`config.mk`:
```
export PLATFORM = sky130hd
export DESIGN_NAME = cc_output_serializer
export DESIGN_NICKNAME = d
export VERILOG_FILES = /design/src/rtl/cc_output_serializer_pkg.sv /design/src/rtl/cc_out_fifo.sv /design/src/rtl/cc_output_serializer.sv
export SDC_FILE = /design/constraint.sdc
export NUM_CORES = 1
export LEC_CHECK = 0
export CORE_MARGIN = 2
export CORE_UTILIZATION = 25
export DETAILED_ROUTE_END_ITERATION = 7
export GPL_TIMING_DRIVEN = 0
export PLACE_DENSITY = 0.51
export REMOVE_ABC_BUFFERS = 1
export SLEW_MARGIN = 5
export SYNTH_ARGS = -nofsm -noshare
export SYNTH_HDL_FRONTEND = slang
export SYNTH_SLANG_ARGS = --single-unit
export TNS_END_PERCENT = 5
```
`constraint.sdc`:
```
create_clock -name clk -period 8.5 [get_ports clk]
set_input_delay 1.275 -clock clk [delete_from_list [all_inputs] [get_ports clk]]
set_output_delay 1.275 -clock clk [all_outputs]
set_load 0.005 [all_outputs]
```
`src/rtl/cc_output_serializer_pkg.sv`:
```
// Shared coherence/network types and the queued-entry layout used by the output serializer.
package cc_output_serializer_pkg;

  localparam int unsigned TILE_COUNT  = 16;
  localparam int unsigned TILE_ADDR_W = $clog2(TILE_COUNT);
  localparam int unsigned ADDR_W      = 32;
  localparam int unsigned MSG_TYPE_W  = 4;
  localparam int unsigned MSG_W       = MSG_TYPE_W + ADDR_W + TILE_ADDR_W;

  typedef logic [TILE_ADDR_W-1:0] tile_address_t;

  // Index into a two-entry destination list
  localparam logic CC_ID = 1'b1;
  localparam logic DC_ID = 1'b0;

  typedef struct packed {
    logic [MSG_TYPE_W-1:0] packet_type;
    logic [ADDR_W-1:0]     address;
    tile_address_t         requestor;
  } coherence_request_message_t;

  typedef struct packed {
    logic [MSG_TYPE_W-1:0] packet_type;
    logic [ADDR_W-1:0]     address;
    tile_address_t         source;
  } coherence_response_message_t;

  typedef struct packed {
    logic [MSG_TYPE_W-1:0] packet_type;
    logic [ADDR_W-1:0]     address;
    tile_address_t         requestor;
  } coherence_forwarded_message_t;

  // Queued request/response entry
  typedef struct packed {
    logic [MSG_W-1:0]    payload;
    logic                has_data;
    tile_address_t [1:0] destinations;
    logic [1:0]          destinations_valid;
  } cc_out_entry_t;

  // Queued forwarded-request entry (always single destination)
  typedef struct packed {
    logic [MSG_W-1:0] payload;
    tile_address_t    destination;
  } cc_out_fwd_entry_t;

  localparam int unsigned ENTRY_W     = $bits(cc_out_entry_t);
  localparam int unsigned FWD_ENTRY_W = $bits(cc_out_fwd_entry_t);

  typedef enum logic {
    SEND_FIRST  = 1'b0,
    SEND_SECOND = 1'b1
  } ser_state_t;

endpackage

```
`src/rtl/cc_out_fifo.sv`:
```
// Generic synchronous FIFO with a registered almost-full flag and overflow strobe.
module cc_out_fifo #(
  parameter int unsigned WIDTH    = 8,
  parameter int unsigned DEPTH    = 8,
  parameter int unsigned AF_LEVEL = 5
) (
  input  logic             clk,
  input  logic             reset,
  input  logic             i_push,
  input  logic [WIDTH-1:0] i_data,
  input  logic             i_pop,
  output logic [WIDTH-1:0] o_head_c,
  output logic             o_empty_c,
  output logic             o_overflow_c,
  output logic             o_almost_full
);

  localparam int unsigned PTR_W = $clog2(DEPTH);
  localparam int unsigned CNT_W = PTR_W + 1;

  logic [WIDTH-1:0] r_mem [DEPTH];
  logic [PTR_W-1:0] r_wr_ptr;
  logic [PTR_W-1:0] r_rd_ptr;
  logic [CNT_W-1:0] r_count;
  logic [CNT_W-1:0] w_count_nxt;
  logic             r_almost_full;
  logic             w_full;
  logic             w_push_ok;
  logic             w_pop_ok;

  assign o_empty_c     = (r_count == '0);
  assign w_full        = (r_count == CNT_W'(DEPTH));
  assign w_pop_ok      = i_pop && !o_empty_c;
  // A pop in the same cycle frees the slot, so a push into a full FIFO still lands
  assign w_push_ok     = i_push && (!w_full || w_pop_ok);
  assign o_overflow_c  = i_push && !w_push_ok;
  assign o_head_c      = r_mem[r_rd_ptr];
  assign o_almost_full = r_almost_full;

  // Next occupancy from the accepted push/pop pair
  always_comb begin
    w_count_nxt = r_count;
    case ({w_push_ok, w_pop_ok})
      2'b10:   w_count_nxt = r_count + CNT_W'(1);
      2'b01:   w_count_nxt = r_count - CNT_W'(1);
      default: w_count_nxt = r_count;
    endcase
  end

  // Pointers, occupancy and almost-full flag
  always_ff @(posedge clk) begin
    if (reset) begin
      r_wr_ptr      <= '0;
      r_rd_ptr      <= '0;
      r_count       <= '0;
      r_almost_full <= 1'b0;
    end else begin
      if (w_push_ok) r_wr_ptr <= r_wr_ptr + PTR_W'(1);
      if (w_pop_ok)  r_rd_ptr <= r_rd_ptr + PTR_W'(1);
      r_count       <= w_count_nxt;
      r_almost_full <= (w_count_nxt >= CNT_W'(AF_LEVEL));
    end
  end

  // Entry storage; contents are don't-care until written
  always_ff @(posedge clk) begin
    if (w_push_ok) r_mem[r_wr_ptr] <= i_data;
  end

endmodule

```
`src/rtl/cc_output_serializer.sv`:
```
// Buffers request/response/forwarded coherence messages and emits unicast beats to the NI.
module cc_output_serializer
  import cc_output_serializer_pkg::*;
#(
  parameter int unsigned FIFO_DEPTH        = 8,
  parameter int unsigned ALMOST_FULL_SLACK = 3
) (
  input  logic                         clk,
  input  logic                         reset,
  input  logic                         cc4_request_valid,
  input  coherence_request_message_t   cc4_request,
  input  logic                         cc4_request_has_data,
  input  tile_address_t [1:0]          cc4_request_destinations,
  input  logic [1:0]                   cc4_request_destinations_valid,
  input  logic                         cc4_response_valid,
  input  coherence_response_message_t  cc4_response,
  input  logic                         cc4_response_has_data,
  input  tile_address_t [1:0]          cc4_response_destinations,
  input  logic [1:0]                   cc4_response_destinations_valid,
  input  logic                         cc4_forwarded_request_valid,
  input  coherence_forwarded_message_t cc4_forwarded_request,
  input  tile_address_t                cc4_forwarded_request_destination,
  input  logic                         ni_request_network_available,
  input  logic                         ni_response_network_available,
  input  logic                         ni_forwarded_request_network_available,
  output logic                         cco_request_valid,
  output coherence_request_message_t   cco_request,
  output logic                         cco_request_has_data,
  output tile_address_t                cco_request_destination,
  output logic                         cco_response_valid,
  output coherence_response_message_t  cco_response,
  output logic                         cco_response_has_data,
  output tile_address_t                cco_response_destination,
  output logic                         cco_forwarded_request_valid,
  output coherence_forwarded_message_t cco_forwarded_request,
  output tile_address_t                cco_forwarded_request_destination,
  output logic                         cco_request_almost_full,
  output logic                         cco_response_almost_full,
  output logic                         cco_forwarded_almost_full,
  output logic                         cco_overflow_error
);

  localparam int unsigned AF_LEVEL = FIFO_DEPTH - ALMOST_FULL_SLACK;

  cc_out_entry_t     w_req_in, w_req_head, w_rsp_in, w_rsp_head;
  cc_out_fwd_entry_t w_fwd_in, w_fwd_head;
  logic w_req_push, w_req_pop, w_req_empty, w_req_ovf, w_req_xfer;
  logic w_rsp_push, w_rsp_pop, w_rsp_empty, w_rsp_ovf, w_rsp_xfer;
  logic w_fwd_pop, w_fwd_empty, w_fwd_ovf;
  ser_state_t r_req_state, w_req_state_nxt;
  ser_state_t r_rsp_state, w_rsp_state_nxt;
  logic r_overflow;

  assign w_req_in.payload            = cc4_request;
  assign w_req_in.has_data           = cc4_request_has_data;
  assign w_req_in.destinations       = cc4_request_destinations;
  assign w_req_in.destinations_valid = cc4_request_destinations_valid;
  assign w_rsp_in.payload            = cc4_response;
  assign w_rsp_in.has_data           = cc4_response_has_data;
  assign w_rsp_in.destinations       = cc4_response_destinations;
  assign w_rsp_in.destinations_valid = cc4_response_destinations_valid;
  assign w_fwd_in.payload            = cc4_forwarded_request;
  assign w_fwd_in.destination        = cc4_forwarded_request_destination;

  // Messages with no valid destination are silently discarded
  assign w_req_push = cc4_request_valid  && (cc4_request_destinations_valid  != 2'b00);
  assign w_rsp_push = cc4_response_valid && (cc4_response_destinations_valid != 2'b00);

  cc_out_fifo #(.WIDTH(ENTRY_W), .DEPTH(FIFO_DEPTH), .AF_LEVEL(AF_LEVEL)) u_req_fifo (
    .clk(clk), .reset(reset), .i_push(w_req_push), .i_data(w_req_in), .i_pop(w_req_pop),
    .o_head_c(w_req_head), .o_empty_c(w_req_empty), .o_overflow_c(w_req_ovf),
    .o_almost_full(cco_request_almost_full)
  );

  cc_out_fifo #(.WIDTH(ENTRY_W), .DEPTH(FIFO_DEPTH), .AF_LEVEL(AF_LEVEL)) u_rsp_fifo (
    .clk(clk), .reset(reset), .i_push(w_rsp_push), .i_data(w_rsp_in), .i_pop(w_rsp_pop),
    .o_head_c(w_rsp_head), .o_empty_c(w_rsp_empty), .o_overflow_c(w_rsp_ovf),
    .o_almost_full(cco_response_almost_full)
  );

  cc_out_fifo #(.WIDTH(FWD_ENTRY_W), .DEPTH(FIFO_DEPTH), .AF_LEVEL(AF_LEVEL)) u_fwd_fifo (
    .clk(clk), .reset(reset), .i_push(cc4_forwarded_request_valid), .i_data(w_fwd_in),
    .i_pop(w_fwd_pop), .o_head_c(w_fwd_head), .o_empty_c(w_fwd_empty),
    .o_overflow_c(w_fwd_ovf), .o_almost_full(cco_forwarded_almost_full)
  );

  assign cco_request_valid    = !w_req_empty;
  assign cco_request          = w_req_head.payload;
  assign cco_request_has_data = w_req_head.has_data;
  assign w_req_xfer           = cco_request_valid && ni_request_network_available;

  assign cco_response_valid    = !w_rsp_empty;
  assign cco_response          = w_rsp_head.payload;
  assign cco_response_has_data = w_rsp_head.has_data;
  assign w_rsp_xfer            = cco_response_valid && ni_response_network_available;

  assign cco_forwarded_request_valid       = !w_fwd_empty;
  assign cco_forwarded_request             = w_fwd_head.payload;
  assign cco_forwarded_request_destination = w_fwd_head.destination;
  assign w_fwd_pop = cco_forwarded_request_valid && ni_forwarded_request_network_available;

  // Serializer phase registers
  always_ff @(posedge clk) begin
    if (reset) begin
      r_req_state <= SEND_FIRST;
      r_rsp_state <= SEND_FIRST;
    end else begin
      r_req_state <= w_req_state_nxt;
      r_rsp_state <= w_rsp_state_nxt;
    end
  end

  // Request beat selection: CC destination first, DC second; pop only on the final beat
  always_comb begin
    w_req_state_nxt        = r_req_state;
    w_req_pop              = 1'b0;
    cco_request_destination = w_req_head.destinations[DC_ID];
    case (r_req_state)
      SEND_FIRST: begin
        if (w_req_head.destinations_valid[CC_ID])
          cco_request_destination = w_req_head.destinations[CC_ID];
        if (w_req_xfer) begin
          if (&w_req_head.destinations_valid) w_req_state_nxt = SEND_SECOND;
          else                                w_req_pop       = 1'b1;
        end
      end
      SEND_SECOND: begin
        if (w_req_xfer) begin
          w_req_pop       = 1'b1;
          w_req_state_nxt = SEND_FIRST;
        end
      end
    endcase
  end

  // Response beat selection, identical policy to requests
  always_comb begin
    w_rsp_state_nxt         = r_rsp_state;
    w_rsp_pop               = 1'b0;
    cco_response_destination = w_rsp_head.destinations[DC_ID];
    case (r_rsp_state)
      SEND_FIRST: begin
        if (w_rsp_head.destinations_valid[CC_ID])
          cco_response_destination = w_rsp_head.destinations[CC_ID];
        if (w_rsp_xfer) begin
          if (&w_rsp_head.destinations_valid) w_rsp_state_nxt = SEND_SECOND;
          else                                w_rsp_pop       = 1'b1;
        end
      end
      SEND_SECOND: begin
        if (w_rsp_xfer) begin
          w_rsp_pop       = 1'b1;
          w_rsp_state_nxt = SEND_FIRST;
        end
      end
    endcase
  end

  // Sticky overflow flag, cleared only by reset
  always_ff @(posedge clk) begin
    if (reset)                                r_overflow <= 1'b0;
    else if (w_req_ovf || w_rsp_ovf || w_fwd_ovf) r_overflow <= 1'b1;
  end

  assign cco_overflow_error = r_overflow;

endmodule

```
After elaboration in Yosys (flattened, before gate mapping). Memories as Yosys holds them, arrays and structs flattened. A register that Yosys moved wholly into a read port is not among the register bits. Cells that the tools add are included.

Register bits after elaboration: 36. RAM bits: 1168. Input bits: 154. Output and inout bits: 141. Logic and storage cells: 114. Memories kept: 3.

Add/subtract/negate cells: 12. Order comparisons: 3. Equality and inequality tests: 9. Muxes and demuxes: 35. Bitwise operators: 2. Reduce and logical (&&, ||, !) cells: 35.

Memory list: u_req_fifo.r_mem (words 8, width 51, read ports 1, clocked after memory_dff 1, wr ports 1, line cc_out_fifo.sv:21) `logic [WIDTH-1:0] r_mem [DEPTH];`; u_rsp_fifo.r_mem (words 8, width 51, read ports 1, clocked after memory_dff 1, wr ports 1, line cc_out_fifo.sv:21); u_fwd_fifo.r_mem (words 8, width 44, read ports 1, clocked after memory_dff 1, wr ports 1, line cc_out_fifo.sv:21).

Operators with widths (number): 4-bit case mux with 2 select lines (3); 3-bit by 1-bit adder with 3-bit output, second input constant (6); 1-bit 2-to-1 mux (18); 3-bit 2-to-1 mux (6); 4-bit 2-to-1 mux (4); 1-bit logical AND (14); 4-bit by 1-bit adder with 4-bit output, second input constant (3); 4-bit == test, second input constant (3); 4-bit by 3-bit >= comparator with 1-bit output, second input constant (3); 4-bit logical NOT (3); 4-bit by 1-bit subtractor with 4-bit output, second input constant (3); 1-bit logical NOT (9); 1-bit case mux with 2 select lines (4); 2-bit by 1-bit == test with 1-bit output, second input constant (3); 2-bit == test, second input constant (3); 1-bit logical OR (5); 2-bit AND reduction (2); 2-bit nonzero test (2); 1-bit inverter (2).

Depth between registers and ports, before layout. Gate-level depths: netlist (run 1).

Word-level depth: 12. Gate-level depth with buffers: 16. Gate-level depth less buffers: 13.

Cells and area by module. Synthesis (run 1) repeated with hierarchy kept, for this count alone.

Cells, all modules: 1969. Area, all modules: 46417.0 um^2.

By module, submodules not included: cc_out_fifo at u_req_fifo (instances 1, cells an instance 672, area an instance 16059.2 um^2, sequential area each 12532.0 um^2); cc_out_fifo at u_rsp_fifo (instances 1, cells an instance 672, area an instance 16012.9 um^2, sequential area each 12532.0 um^2); cc_out_fifo at u_fwd_fifo (instances 1, cells an instance 592, area an instance 14017.2 um^2, sequential area each 10850.4 um^2); cc_output_serializer (instances 1, cells an instance 33, area an instance 327.8 um^2, sequential area each 60.1 um^2).

Worst setup path after synthesis (run 1). Ideal clock, no wire load.

Path type: input to register. From: input ni_response_network_available. To: memory u_rsp_fifo.r_mem[1][0] (netlist bit), enable pin. Library setup time: 0.604 ns. Arrival: 7.073 ns. Required time: 7.896 ns. Path slack: 0.822 ns. Stages on the path: 5. Buffers on the path: 2. Cells stage by stage: o311a_1 buf_4 o21ai_2 buf_2 nor4b_1.

Longest elaborated chain between the ends: 8. Elaborated cells between the ends (all ways): 9. Those cells by class: 5 x mux; 4 x reduce/logical.

RTL lines: from (decl) (line cc_output_serializer.sv:24) `input logic ni_response_network_available,`; 1-bit logical AND (*) (line cc_output_serializer.sv:95) `assign w_rsp_xfer = cco_response_valid && ni_response_network_available;`; 1-bit 2-to-1 mux, on equally long branches (line cc_output_serializer.sv:151, cc_output_serializer.sv:145); 1-bit case mux with 2 select lines (*) (line cc_output_serializer.sv:141) `case (r_rsp_state)`; 1-bit logical AND (*) (line cc_out_fifo.sv:33) `assign w_pop_ok = i_pop && !o_empty_c;`; 1-bit logical OR (*) (line cc_out_fifo.sv:35) `assign w_push_ok = i_push && (!w_full || w_pop_ok);`; 1-bit logical AND (*) (line cc_out_fifo.sv:35); 1-bit 2-to-1 mux (*) (line cc_out_fifo.sv:67) `if (w_push_ok) r_mem[r_wr_ptr] <= i_data;`; 1-bit 2-to-1 mux (implied by the code) (*) (line cc_out_fifo.sv:67); to (decl) (line cc_out_fifo.sv:21).

Every way passes the cells marked *; elsewhere a longest branch is shown, timed or not.

==> out/results.tsv, run 1 <==
metric	value	unit
part of the power in the clock network	37.4	%
Area contributors post-synth	edfxtp_1 (76%), mux4_2 (14%), mux2_2 (3.2%)	
Max VDD drop	172	uV
Worst-Skew Late Latency	0.78	ns
Cell Area, Synth	0.0460	sq mm
CP most frequent cell	mux4_2	
switching share of power	24.5	%
status	completed	
yosys warns	0	
Yosys top cell by area	edfxtp_1	
worst-margin pin slew	1.10	ns
largest net degree at the start of global routing	53	
Reg power frac	44.2	%
hpwl dp	71000	um
clock root buffer	clkbuf_16	
vias in the first global route	22500	
num rows	157	
via count	21300	
PwrDens	269	mW/mm^2
Ports	295	
routed len/inst	21.2	um
top cell type's share of synthesized area	76.2	%
top routing layer used	met5	
Sw Pwr	3.84	mW
synthesis-to-layout area growth	26.9	%
Int Pwr	11.9	mW
port bufs	294	
DR pass1 iterations	5	
Max-slew headroom	25.7	%
final instance area	0.0584	sq mm
post-CTS setup buffers	0	
CTS Buf Count	139	
Worst Setup End Kind	output port	
Finished Layout Cells	5062	
setup total negative slack	0	ns
GPL Wtd Cong	0.667	
WP data required	7.22	ns
core region area	0.183	sq mm
final wirelength	107000	um
Peak Freq	0.194	GHz
CP max-delay cell	dfxtp_4	
minimum clock period after layout	5.15	ns
Main synth FF type	edfxtp_1	
clock sinks	1213	
Post-route DRC	0	
total power	15.7	mW
CP Cell Sequence	buf_16 > mux4_2 > o21bai_2 > a21o_1 > mux4_2 > clkdlybuf4s50_1	
clk_skew	0.0259	ns
CTS H-tree depth	4	
gr usage total	11.4	%
count of cell types in the netlist	51	
met2 routed wirelength	55200	um
wl on met1	44300	um
CTS tree	done	
number of DRC markers in iteration 0	1272	
Mapped Cells	1964	
initial core utilization	25.1	%
routed length on met3	4850	um
share of post-route cells with drive strength above 1	32.8	%
RSZ-0062 raised after global routing	false	
critical path peak fanout	30	
first-pass GRT wire length	156000	um
CTS resizes	0	
type of origin of the critical path	flop	
setup violators final	0	
fillcell total	17500	
Layout Nets	2655	
total of max-cap violations	0	
Slew Viols, Final	0	
arrival time worst endpoint	3.88	ns
share of the yosys chip area belonging to registers	78.2	%
critical path's largest stage delay	0.63	ns
most common cell in the synthesized netlist	edfxtp_1	
Leakage	18.1	nW
die width	433	um
clock-pin slew on the worst setup and hold paths	0.05	ns
Post-synth EDFFs	1168	
crit path kind	flop to output port	
asr flop ratio synth	0	%
vias per std cell	4.20	
Final ANT Viol Nets	0	
final hold violation count	0	
area post-placement	0.0539	sq mm
most common library cells after synthesis	edfxtp_1 (1168), mux4_2 (295), mux2_2 (131)	
dpl cells	4807	
die area	0.188	sq mm
global route overflow	0	
Clock Path Buffers	3	
antenna violations before repair	19	
mean post-synth cell area	23.4	sq um
Post-CTS Hold Buffers	0	
Gate power share	18.3	%
Synth Register Bits	1213	
Hold Crit Class	flop to flop	
Die Height	433	um
Tcrit/Tclk final	60.6	%
[power groups by stage]
stage,combinational (mW),clock [mW],sequential (mW)
floorplan,1.56,0,7.26
global placement,2.76,0,7.49
detailed placement,2.96,0,7.08
CTS,2.97,6.07,6.96
global route,3.11,6.31,6.98
finish,2.88,5.87,6.95
[routing by layer]
layer	up-vias	global-route usage [%]
met5	-	0
met4	8	3.98
met3	177	2.75
met2	432	19.7
met1	11300	13.9
li1	9376	-
[cells in the final DEF (no fill, tap or decap), drive strengths merged, types with 17 or more instances in the layout]
cell type,netlist,final
clkdlybuf4s50,0,293
dfxtp,45,45
nand2,17,17
buf,44,177
mux4,297,297
nor2,37,37
edfxtp,1168,1168
clkinv,0,72
mux2,131,131
inv,18,26
clkbuf,47,156
[through the flow]
stage               utilization [%]  setup WS, ns  hold WS (ns)
global placement               28.2        -11.94         0.459
finish                         31.9          3.35         0.468
detailed placement             29.4          3.92         0.451
floorplan                         -         -2.64         0.425
CTS                            31.9          3.12         0.465
global route                   31.9          3.08         0.486
[worst max-delay path, delay by kind of cell (launching register included)]
family	cells	cell delay, ns
flops	1	0.63
compound gates	2	0.63
mux	2	0.94
buf+inv	2	0.88
[area by class of cell]
cell class,count,area [sq um],area share (%)
flip-flops and latches,1213,36000,61.6
multi-input cells,642,9750,16.7
repair buffers,470,4950,8.47
clock buffers,156,3550,6.08
well taps,2464,3080,5.28
clock inverters,96,992,1.70
inverters,18,67.6,0.116
diodes,3,7.51,0.0129
[worst paths after layout]
path               start                         end  slack [ns]  cells past startpoint
max                 flop  cco_request_destination[3]        3.35                      6
max reg2reg         flop    u_rsp_fifo.o_almost_full        4.06                     13
min          r_req_state                 r_req_state        0.47                      2
min reg2reg  r_req_state                 r_req_state        0.47                      2
[cells by family (layout without fill, tap and decap cells)]
family	count (synthesis)	after routing	synth area share, %
compound gates	55	55	0.794
xor+xnor	15	15	0.285
fa+ha+maj	17	17	0.495
buf+inv	109	740	1.00
flops	1213	1213	78.2
mux	437	437	17.9
other cells	0	3	0
simple gates	118	118	1.33
[flip-flops by register name, indices dropped and copies added, names as in the netlist, 4 cells and up, named ones only]
| signal | cells |
|---|---|
| u_fwd_fifo.r_count | 4 |
| u_fwd_fifo.r_mem | 352 |
| u_req_fifo.r_count | 4 |
| u_req_fifo.r_mem | 408 |
| u_rsp_fifo.r_count | 4 |
| u_rsp_fifo.r_mem | 408 |
No activity file was read; power rests on OpenSTA's default activity.
==> inputs of run 2 (changes only) <==
clock period = 4.9 ns   (was 8.5 ns; I/O delays follow)
==> results of run 2 <==
The final DEF is identical to that of run 1. Status: completed.
Among the figures that moved: setup slack after placement 3.92 ns -> 0.395 ns; setup slack after layout 3.35 ns -> 0.287 ns; register-to-register setup slack 4.06 ns -> 0.46 ns; total power 15.7 mW -> 27.2 mW; worst IR drop on VDD 172 uV -> 298 uV
==> inputs of run 3 (changes only) <==
clock period = 5.5 ns   (was 4.9 ns; I/O delays follow)
==> results of run 3 <==
The final DEF is identical to that of run 1. Status: completed.
Among the figures that moved: setup slack after placement 3.92 ns -> 0.995 ns; setup slack after layout 3.35 ns -> 0.797 ns; register-to-register setup slack 4.06 ns -> 1.06 ns; total power 15.7 mW -> 24.3 mW; worst IR drop on VDD 172 uV -> 265 uV
